File: src/rtl/sft_arb_pkg.sv
// Shared definitions for the shift-engine arbiter: FSM states and engine
// command codes.
package sft_arb_pkg;

  typedef enum logic [1:0] {
    SA_IDLE = 2'd0,
    SA_WAIT = 2'd1,
    SA_HOLD = 2'd2
  } sa_state_e;

  localparam logic [1:0] SFT_CMD_MR    = 2'b00;
  localparam logic [1:0] SFT_CMD_SHIFT = 2'b01;
  localparam logic [1:0] SFT_CMD_STORE = 2'b10;
  localparam logic [1:0] SFT_CMD_OE    = 2'b11;

endpackage

File: src/rtl/sft_arb_rr_pick.sv
// Combinational round-robin picker: first set bit of vld searching
// last+1, last+2, ... modulo NREQ. Returns one-hot and index.
module rr_pick #(
  parameter int unsigned NREQ  = 3,
  parameter int unsigned IDX_W = 2
) (
  input  logic [NREQ-1:0]  vld,
  input  logic [IDX_W-1:0] last,
  output logic [NREQ-1:0]  gnt_oh,
  output logic [IDX_W-1:0] gnt_idx
);

  logic [IDX_W-1:0] cand;
  logic             found;

  // Scan the requesters in rotating order and keep the first hit.
  always_comb begin
    gnt_oh  = '0;
    gnt_idx = '0;
    cand    = '0;
    found   = 1'b0;
    for (int unsigned k = 1; k <= NREQ; k++) begin
      cand = IDX_W'((32'(last) + k) % NREQ);
      if (!found && vld[cand]) begin
        found         = 1'b1;
        gnt_oh[cand]  = 1'b1;
        gnt_idx       = cand;
      end
    end
  end

endmodule

File: src/rtl/sft_arb.sv
// Round-robin arbiter/sequencer sharing one shift-register engine among
// NREQ requesters, with locked multi-command sequences.
// Optional done-timeout abort: define SFT_ARB_TMO_EN.
module sft_arb
  import sft_arb_pkg::*;
#(
  parameter int unsigned NREQ    = 3,
  parameter int unsigned TMO_W   = 16,
  parameter int unsigned TMO_CYC = 16'hFFFF
) (
  input  logic                CLK_I,
  input  logic                RST_I,
  input  logic [NREQ-1:0]     REQ_VLD,
  input  logic [NREQ-1:0]     REQ_LOCK,
  input  logic [2*NREQ-1:0]   REQ_CMD,
  input  logic [NREQ-1:0]     REQ_OEN,
  input  logic [8*NREQ-1:0]   REQ_DIN,
  output logic [NREQ-1:0]     REQ_TAKE,
  output logic [NREQ-1:0]     REQ_ACK,
  output logic [NREQ-1:0]     REQ_GNT,
  output logic                SFT_VLD,
  output logic [1:0]          SFT_CMD,
  output logic                SFT_OEN,
  output logic [7:0]          SFT_DIN,
  input  logic                SFT_DONE,
  output logic                BUSY,
  output logic                ERR
);

  localparam int unsigned IDX_W = $clog2(NREQ);

  if (NREQ < 2 || NREQ > 8) begin : g_bad_nreq
    $error("sft_arb: NREQ must be in 2..8");
  end
  if (TMO_W < 1 || TMO_W > 32 || (TMO_W < 32 && 64'(TMO_CYC) >= (64'd1 << TMO_W))) begin : g_bad_tmo
    $error("sft_arb: TMO_CYC does not fit in TMO_W bits");
  end

  sa_state_e        state_q, state_d;
  logic [NREQ-1:0]  gnt_q, gnt_d;
  logic [IDX_W-1:0] last_q, last_d;
  logic [NREQ-1:0]  take_q, take_d;
  logic [NREQ-1:0]  ack_q, ack_d;
  logic             sft_vld_q, sft_vld_d;
  logic [1:0]       sft_cmd_q, sft_cmd_d;
  logic             sft_oen_q, sft_oen_d;
  logic [7:0]       sft_din_q, sft_din_d;

`ifdef SFT_ARB_TMO_EN
  logic [TMO_W-1:0] tmo_q, tmo_d;
  logic             err_q, err_d;
`endif

  logic [1:0]       cmd_a [NREQ];
  logic [7:0]       din_a [NREQ];
  logic [NREQ-1:0]  pick_oh;
  logic [IDX_W-1:0] pick_idx;
  logic             load;
  logic [IDX_W-1:0] load_idx;
  logic [NREQ-1:0]  load_oh;
  logic             done_ok;

  for (genvar i = 0; i < NREQ; i++) begin : g_unpack
    assign cmd_a[i] = REQ_CMD[2*i +: 2];
    assign din_a[i] = REQ_DIN[8*i +: 8];
  end

  rr_pick #(
    .NREQ  (NREQ),
    .IDX_W (IDX_W)
  ) u_pick (
    .vld     (REQ_VLD),
    .last    (last_q),
    .gnt_oh  (pick_oh),
    .gnt_idx (pick_idx)
  );

  // A done in the SFT_VLD cycle belongs to no command we issued.
  assign done_ok = SFT_DONE && !sft_vld_q;

  // Next-state and registered-output logic. IDLE and HOLD share one load
  // path; only the source of the winning index differs.
  always_comb begin
    state_d   = state_q;
    gnt_d     = gnt_q;
    last_d    = last_q;
    take_d    = '0;
    ack_d     = '0;
    sft_vld_d = 1'b0;
    sft_cmd_d = sft_cmd_q;
    sft_oen_d = sft_oen_q;
    sft_din_d = sft_din_q;
    load      = 1'b0;
    load_idx  = last_q;
    load_oh   = gnt_q;
`ifdef SFT_ARB_TMO_EN
    tmo_d     = tmo_q;
    err_d     = 1'b0;
`endif

    unique case (state_q)
      SA_IDLE: begin
        if (|REQ_VLD) begin
          load     = 1'b1;
          load_idx = pick_idx;
          load_oh  = pick_oh;
        end
      end
      SA_WAIT: begin
        if (done_ok) begin
          ack_d = gnt_q;
          if (REQ_LOCK[last_q]) begin
            state_d = SA_HOLD;
          end else begin
            state_d = SA_IDLE;
            gnt_d   = '0;
          end
        end
`ifdef SFT_ARB_TMO_EN
        else if (tmo_q == TMO_W'(TMO_CYC)) begin
          ack_d   = gnt_q;
          err_d   = 1'b1;
          state_d = SA_IDLE;
          gnt_d   = '0;
        end else begin
          tmo_d = tmo_q + 1'b1;
        end
`endif
      end
      SA_HOLD: begin
        if (REQ_VLD[last_q]) begin
          load = 1'b1;
        end else if (!REQ_LOCK[last_q]) begin
          state_d = SA_IDLE;
          gnt_d   = '0;
        end
      end
      default: begin
        state_d = SA_IDLE;
        gnt_d   = '0;
      end
    endcase

    if (load) begin
      state_d   = SA_WAIT;
      gnt_d     = load_oh;
      last_d    = load_idx;
      take_d    = load_oh;
      sft_vld_d = 1'b1;
      sft_cmd_d = cmd_a[load_idx];
      sft_oen_d = REQ_OEN[load_idx];
      sft_din_d = din_a[load_idx];
`ifdef SFT_ARB_TMO_EN
      tmo_d     = '0;
`endif
    end
  end

  // State and output registers with synchronous reset.
  always_ff @(posedge CLK_I) begin
    if (RST_I) begin
      state_q   <= SA_IDLE;
      gnt_q     <= '0;
      last_q    <= IDX_W'(NREQ - 1);
      take_q    <= '0;
      ack_q     <= '0;
      sft_vld_q <= 1'b0;
      sft_cmd_q <= '0;
      sft_oen_q <= 1'b0;
      sft_din_q <= '0;
    end else begin
      state_q   <= state_d;
      gnt_q     <= gnt_d;
      last_q    <= last_d;
      take_q    <= take_d;
      ack_q     <= ack_d;
      sft_vld_q <= sft_vld_d;
      sft_cmd_q <= sft_cmd_d;
      sft_oen_q <= sft_oen_d;
      sft_din_q <= sft_din_d;
    end
  end

`ifdef SFT_ARB_TMO_EN
  // Timeout counter and error pulse registers.
  always_ff @(posedge CLK_I) begin
    if (RST_I) begin
      tmo_q <= '0;
      err_q <= 1'b0;
    end else begin
      tmo_q <= tmo_d;
      err_q <= err_d;
    end
  end
  assign ERR = err_q;
`else
  assign ERR = 1'b0;
`endif

  assign REQ_TAKE = take_q;
  assign REQ_ACK  = ack_q;
  assign REQ_GNT  = gnt_q;
  assign SFT_VLD  = sft_vld_q;
  assign SFT_CMD  = sft_cmd_q;
  assign SFT_OEN  = sft_oen_q;
  assign SFT_DIN  = sft_din_q;
  assign BUSY     = (state_q != SA_IDLE);

endmodule

File: config.mk
export PLATFORM = sky130hd
export DESIGN_NAME = sft_arb
export DESIGN_NICKNAME = d
export VERILOG_FILES = /design/src/rtl/sft_arb_pkg.sv /design/src/rtl/sft_arb_rr_pick.sv /design/src/rtl/sft_arb.sv
export SDC_FILE = /design/constraint.sdc
export NUM_CORES = 1
export LEC_CHECK = 0
export BUFFER_PORTS_ARGS = -buffer_cell sky130_fd_sc_hd__buf_2
export CAP_MARGIN = 20
export CORE_MARGIN = 10
export CORE_UTILIZATION = 44
export CTS_BUF_LIST = sky130_fd_sc_hd__clkbuf_8 sky130_fd_sc_hd__clkbuf_16
export DETAILED_ROUTE_END_ITERATION = 6
export HOLD_SLACK_MARGIN = 0.08
export PLACE_DENSITY_LB_ADDON = 0.08
export SLEW_MARGIN = 40
export SYNTH_ARGS = -nofsm -noshare
export SYNTH_HDL_FRONTEND = slang
export SYNTH_SLANG_ARGS = --single-unit
File: constraint.sdc
create_clock -name CLK_I -period 2.15 [get_ports CLK_I]
set_input_delay 0.1075 -clock CLK_I [delete_from_list [all_inputs] [get_ports CLK_I]]
set_output_delay 0.1075 -clock CLK_I [all_outputs]
set_load 0.01 [all_outputs]
======== Yosys cells after proc, flatten, opt, wreduce, memory -nomap -nowiden ========
Cells that the tools add are included.
operators by class
  order comparisons ....................... 9
  bitwise logic cells ..................... 7
  add/subtract/negate cells ............... 3
  reduce and logical (&&, ||, !) cells .... 18
  equal/unequal tests ..................... 9
  muxes and demuxes ....................... 51
  divide/modulo/power cells ............... 3
operator list
  cell                     count
  $mod A32 B2 Y32 const B  3
  $mux W3                  9
  $mux W2                  11
  $bmux W8 S2              1
  $mux W8                  2
  $lt A2 B3 Y1 const B     5
  $mux W1                  15
  $bmux W1 S2              6
  $ne A3 B3 Y1 const B     3
  $pmux W3 S3              1
  $ne A2 B2 Y1 const B     4
  $reduce_and A4 Y1        2
  $add A2 B2 Y3 const B    2
  $demux W1 S2             3
  $ge A2 B1 Y1 const B     3
  $logic_and A1 B1 Y1      6
  $or A3 B3 Y3             2
  $pmux W2 S3              1
  $reduce_or A3 Y1         2
  $bmux W2 S2              1
  $not A1 Y1               4
  $reduce_or A2 Y1         2
  $add A2 B1 Y3 const B    1
  $ge A3 B3 Y1 const B     1
  other kinds (8)          10
storage, ports and cells
  register bits after elaboration ......... 25
  logic and storage cells ................. 110
  input bits .............................. 42

======== Logic depth before layout (Yosys ltp) ========
  depth after elaboration ................. 17
  mapped depth ............................ 10

======== Hierarchy ========
Synthesis repeated with hierarchy kept, for this count alone.
second synthesis, totals
  cells, all modules ...................... 170
  area total of the unflattened synthesis .. 1567.8 µm²
modules (own cells, without submodules)
  module   seq. area each (µm²)  area each (µm²)  times used  cells an instance
  sft_arb  500.5                 1287.5           1           135
  rr_pick  0.0                   280.3            1           35

======== Worst setup path before layout ========
No wires, ideal clock.
  path kind ............................... reg-to-reg
  start ................................... register last_q[0]
  end ..................................... register sft_cmd_q[0] (netlist: SFT_CMD[0])
  data required time ...................... 2090 ps
  clock period less this slack ............ 2213 ps
  arrival time ............................ 2154 ps
  stages on the path, launching flop included .. 11
  path slack .............................. -63 ps
  path buffers ............................ 2
  cell sequence ........................... dfxtp_1 -> inv_1 -> ha_1 -> buf_4 -> nor3_1 -> a21oi_1 -> a32o_2 -> buf_6 -> mux2i_1 -> or3_1 -> nand2_1
on the way
  longest elaborated chain between the ends .. 17
  elaborated cells between the ends (all ways) .. 31
  those cells by class .................... add/sub: 3; div: 3; mux: 20; bitwise: 1; reduce/logical: 4
RTL lines
  element                                      line                   source
  from (decl)                                  sft_arb.sv:41          logic [IDX_W-1:0] last_q, last_d;
  from (signal assigned)                       sft_arb.sv:164         last_q <= IDX_W'(NREQ - 1);
  from (signal assigned)                       sft_arb.sv:174         last_q <= last_d;
  $add A2 B1 Y3                                sft_arb_rr_pick.sv:23  cand = IDX_W'((32'(last) + k) % NREQ);
  $mod A32 B2 Y32                              sft_arb_rr_pick.sv:23
  $bmux W1 S2                                  sft_arb_rr_pick.sv:24  if (!found && vld[cand]) begin
  $mux W1 (implied by the code)                sft_arb_rr_pick.sv:24
  $mux W1                                      sft_arb_rr_pick.sv:24
  $logic_not A1 Y1                             sft_arb_rr_pick.sv:24
  $logic_and A1 B1 Y1                          sft_arb_rr_pick.sv:24
  $mux W1                                      sft_arb_rr_pick.sv:24
  $logic_not A1 Y1                             sft_arb_rr_pick.sv:24
  $logic_and A1 B1 Y1                          sft_arb_rr_pick.sv:24
  $mux W2                                      sft_arb_rr_pick.sv:24
  $mux W2                                      sft_arb.sv:103         if (|REQ_VLD) begin
  $mux W2                                      sft_arb.sv:101         unique case (state_q)
  $not A2 Y3 (implied by the code)             sft_arb.sv:150         sft_cmd_d = cmd_a[load_idx];
  $bmux W2 S2                                  sft_arb.sv:150
  $mux W2 (implied by the code) (2 in series)  sft_arb.sv:150
  to (signal assigned)                         sft_arb.sv:178         sft_cmd_q <= sft_cmd_d;
  to (decl)                                    sft_arb.sv:45          logic [1:0] sft_cmd_q, sft_cmd_d;
Several ways; a longest one is shown, not always the timed one. The select of a mux whose other input is x is not followed.
A chain may end at the register's enable or synchronous reset.

======== Final worst setup path ========
  start ................................... register last_q[0]
  end ..................................... register sft_cmd_q[1] (netlist: SFT_CMD[1])
The elaborated chain is that of the path after synthesis.

==> metrics.md <==
| Metric | Value |
|---|---|
| Post-place setup slack | `-0.1014 ns` |
| # DRC | `0` |
| Crit share post-route | `between 90% and 100%` |
| WL/cell | `about 14 um` |
| WL final | `about 4600 um` |
| Core area | `3633 um2` |
| Initial antenna violation count | `0` |
| Max clock buf depth | `2` |
| CP Capture Type | `flip-flop` |
| Outcome | `finished clean` |
| Commonest cells after routing, fill and taps aside | `63 x buf_2, 24 x nand2_1, 23 x dfxtp_1, 19 x buf_4, 14 x mux2i_1` |
| Hold Crit Depth | `3` |
| Yosys top cell by area | `dfxtp_1` |
| Setup TNS | `0 ns` |
| CTS Sinks | `25` |
| Gate count after technology mapping | `between 150 and 200` |
| # H-tree levels | `1` |
| Largest net degree at the start of global routing | `24` |
| Main area contributors after synthesis | `dfxtp_1 31%, mux2i_1 8.6%, a32oi_1 5.9%, nand2_1 5.5%, ha_1 5.4%` |
| Starting Density | `between 40% and 50%` |
| Buf+Inv Stages, Crit Path | `2` |
| Hold endpoint | `SFT_CMD[1]` |
| Ys Warns | `0` |
| RR Startpoint | `last_q[0]` |
| Library cells used by synthesis | `between 40 and 50` |
| Total GRT Usage | `between 10% and 20%` |
| Full die area | `6536 um2` |
| Most common library cell in the layout ignoring fill and taps | `buf_2` |
| Placed Cells | `between 300 and 400` |
| Clock root cell | `clkbuf_8` |
| Crit path required time | `2.36 ns` |
| Highest-delay cell along the critical path | `dfxtp_2` |
| Final setup vio count | `0` |
| Via count | `1656` |
| Nets | `between 300 and 400` |
| Grt total ovfl | `0` |
| Synth Register Bits | `25` |
| WS Path Type | `flip-flop to flip-flop` |
| Total power | `about 1500 uW` |
| Power Density | `between 600 and 700 nW/um2` |
| IO Pins | `65` |
| Hold WS | `between 0.09 and 0.1 ns` |
| Tmin final | `~2.1 ns` |
| Dominant synthesized flop cell | `dfxtp_1` |
| Critical path, cell by cell | `inv_1 > ha_4 > nor2b_1 > a21oi_1 > a32o_2 > buf_4 > mux2i_1 > or3_1 > nand2_1` |
| Maximum vdd ir drop | `0.3529 mV` |
| Register-to-register setup slack | `approximately 0.08 ns` |
| Slowest cell delay on critical path | `between 0.3 and 0.4 ns` |
| Syn_nets | `239` |
| DR pass1 iterations | `4` |
| GPL Wtd Cong | `0.8713` |
| Final worst slack | `roughly 0.08 ns` |
| Clk_lat worst skew | `around 0.26 ns` |
| Vias in the first global route | `between 1.5k and 2k` |
| Number of flops mapped to enable cells by yosys | `0` |
| Critical Path Source | `last_q[0]` |
| Row count | `22` |
| Reg-to-Reg End | `SFT_CMD[1]` |
| Antenna cells | `0` |
| CTS tree | `built` |
| Share of cells above drive strength 1 | `between 30% and 40%` |
| Syn_area_per_cell | `~8.6 um2` |
| Worst-path fanout max | `12` |
| Final count of hold timing violations | `0` |
| CP top delay family | `simple AND/OR/NAND/NOR gates` |
| TritonCTS buffer count | `3` |
| Fmax achieved | `around 480 MHz` |
| Async S/R FF share, synth | `0%` |
| CP startpoint kind | `flip-flop` |
| 1st-iter DRT viols | `70` |
| Type of the worst min-delay path | `input port to flip-flop` |
| Top cell type's share of synthesized area | `a little under a third` |
| Die height | `80.85 um` |
| Count of pins over their slew limit | `0` |
| Die width | `80.85 um` |
| Reg2Reg Depth | `9` |
| CTS clk-pin slew, worst paths | `roughly 0.08 ns` |
| Seq/Total Area, Yosys | `30.72%` |
| Leak | `0.001088 uW` |
| Routed vias/inst | `roughly 5.2` |
| Syn-to-layout area delta | `37.71%` |
| Hpwl dp | `approximately 3600 um` |
| # Post-CTS Setup Buffers | `0` |
| Max-cap violations | `0` |
| Max Clock Skew | `between 0.0015 and 0.002 ns` |
| First-pass GRT wire length | `roughly 7200 um` |
| Layout filler cell count | `roughly 350` |
| ANT nets after route | `0` |
| Finished Layout Cells | `between 300 and 400` |
| Port-buffer cells | `63` |
| Mapped Area | `approximately 1600 um2` |
| Hold path start | `REQ_CMD[5]` |
| CP Data Arrival Time | `between 2 and 2.5 ns` |
==> worst max path at each step <==
stage / to / slack, ns / cells past startpoint
finish: SFT_CMD[1] / 0.08 / 9
global route: SFT_CMD[1] / -0.006 / 9
CTS: SFT_CMD[1] / 0.0006 / 9
detailed placement: SFT_DIN[7] / -0.10 / 8
global placement: SFT_DIN[4] / -0.08 / 8
floorplan: SFT_CMD[0] / 0.02 / 10
==> layout make-up <==
type	count	area, um2	share of cell area, %
clock inverter	1	7.507	0.3346
tap	48	60.06	2.677
multi-input combinational	142	1026	45.73
inverter	10	37.54	1.673
clock buffer	3	41.29	1.840
timing repair buffer	92	568.0	25.32
sequential	25	503.0	22.42
==> power by group <==
part | total (uW) | internal, uW | leakage (uW) | switching, uW
clock network | 271 | 131 | 0.0000217 | 140
logic | 637 | 311 | 0.000861 | 326
registers | 567 | 528 | 0.000206 | 39.4
total | 1480 | 970 | 0.00109 | 506
==> synth_stat cells (all sizes together) (2+ instances only) <==
library cell and instances:
o21ai 3, nand4b 2, nand2 24, o31ai 2, a21oi 8, nand2b 2, a31oi 2, a32oi 11
a21o 6, mux2i 14, nor2b 8, inv 10, dfxtp 25, nand3b 2, a22o 2, nor2 6
and2b 2, nand3 4, a21boi 3, clkbuf 2, buf 11, o211ai 3, and2 3, or3 11
ha 7
==> state kept, by name (all words and copies together), names as in the netlist <==
signal	flops
SFT_DIN	8
REQ_ACK	3
REQ_GNT	3
REQ_TAKE	3
SFT_CMD	2
last_q	2
state_q	2
SFT_OEN	1
SFT_VLD	1
==> kinds of logic (layout without fill, tap and decap cells) <==
group	after synthesis	count (layout)	share of synthesized area (%)
AO/OA/AOI/OAI	47	47	22.58
adder cells (fa/ha/maj)	7	7	5.376
buffers and inverters	23	106	7.911
flip-flops	25	25	30.72
multiplexers	14	14	8.602
other	1	1	0.2302
AND/OR/NAND/NOR	73	73	24.58
==> metal layers <==
| layer | GRT usage, % | up-vias | wire, um |
|---|---|---|---|
| li1 | - | 854 | - |
| met1 | 16.07 | 745 | 2023 |
| met2 | 22.45 | 55 | 2192 |
| met3 | 4.636 | 2 | 382 |
| met4 | 2.595 | 0 | 17 |
| met5 | 0 | - | 0 |
==> stage by stage <==
stage	area [um2]	utilization, %
final	2243	61.74
after global routing	2243	61.74
after CTS	2222	61.16
after detailed placement	2077	57.16
after global placement	2077	57.16
after floorplan	1630	-
==> timing repair <==
action | 4_1_cts | 5_1_grt
pin swaps | 0 | 1
setup endpoints to repair | 12 | 15
hold buffers | 9 | 0
endpoints found under the hold margin | 9 | 0
gates resized for setup | 3 | 6
==> tightest hold or removal path, cell delays in order <==
cell and delay, ns:
buf_2 0.08, a32oi_1 0.08, nand2_1 0.06
(Power assumes the default switching activity.)
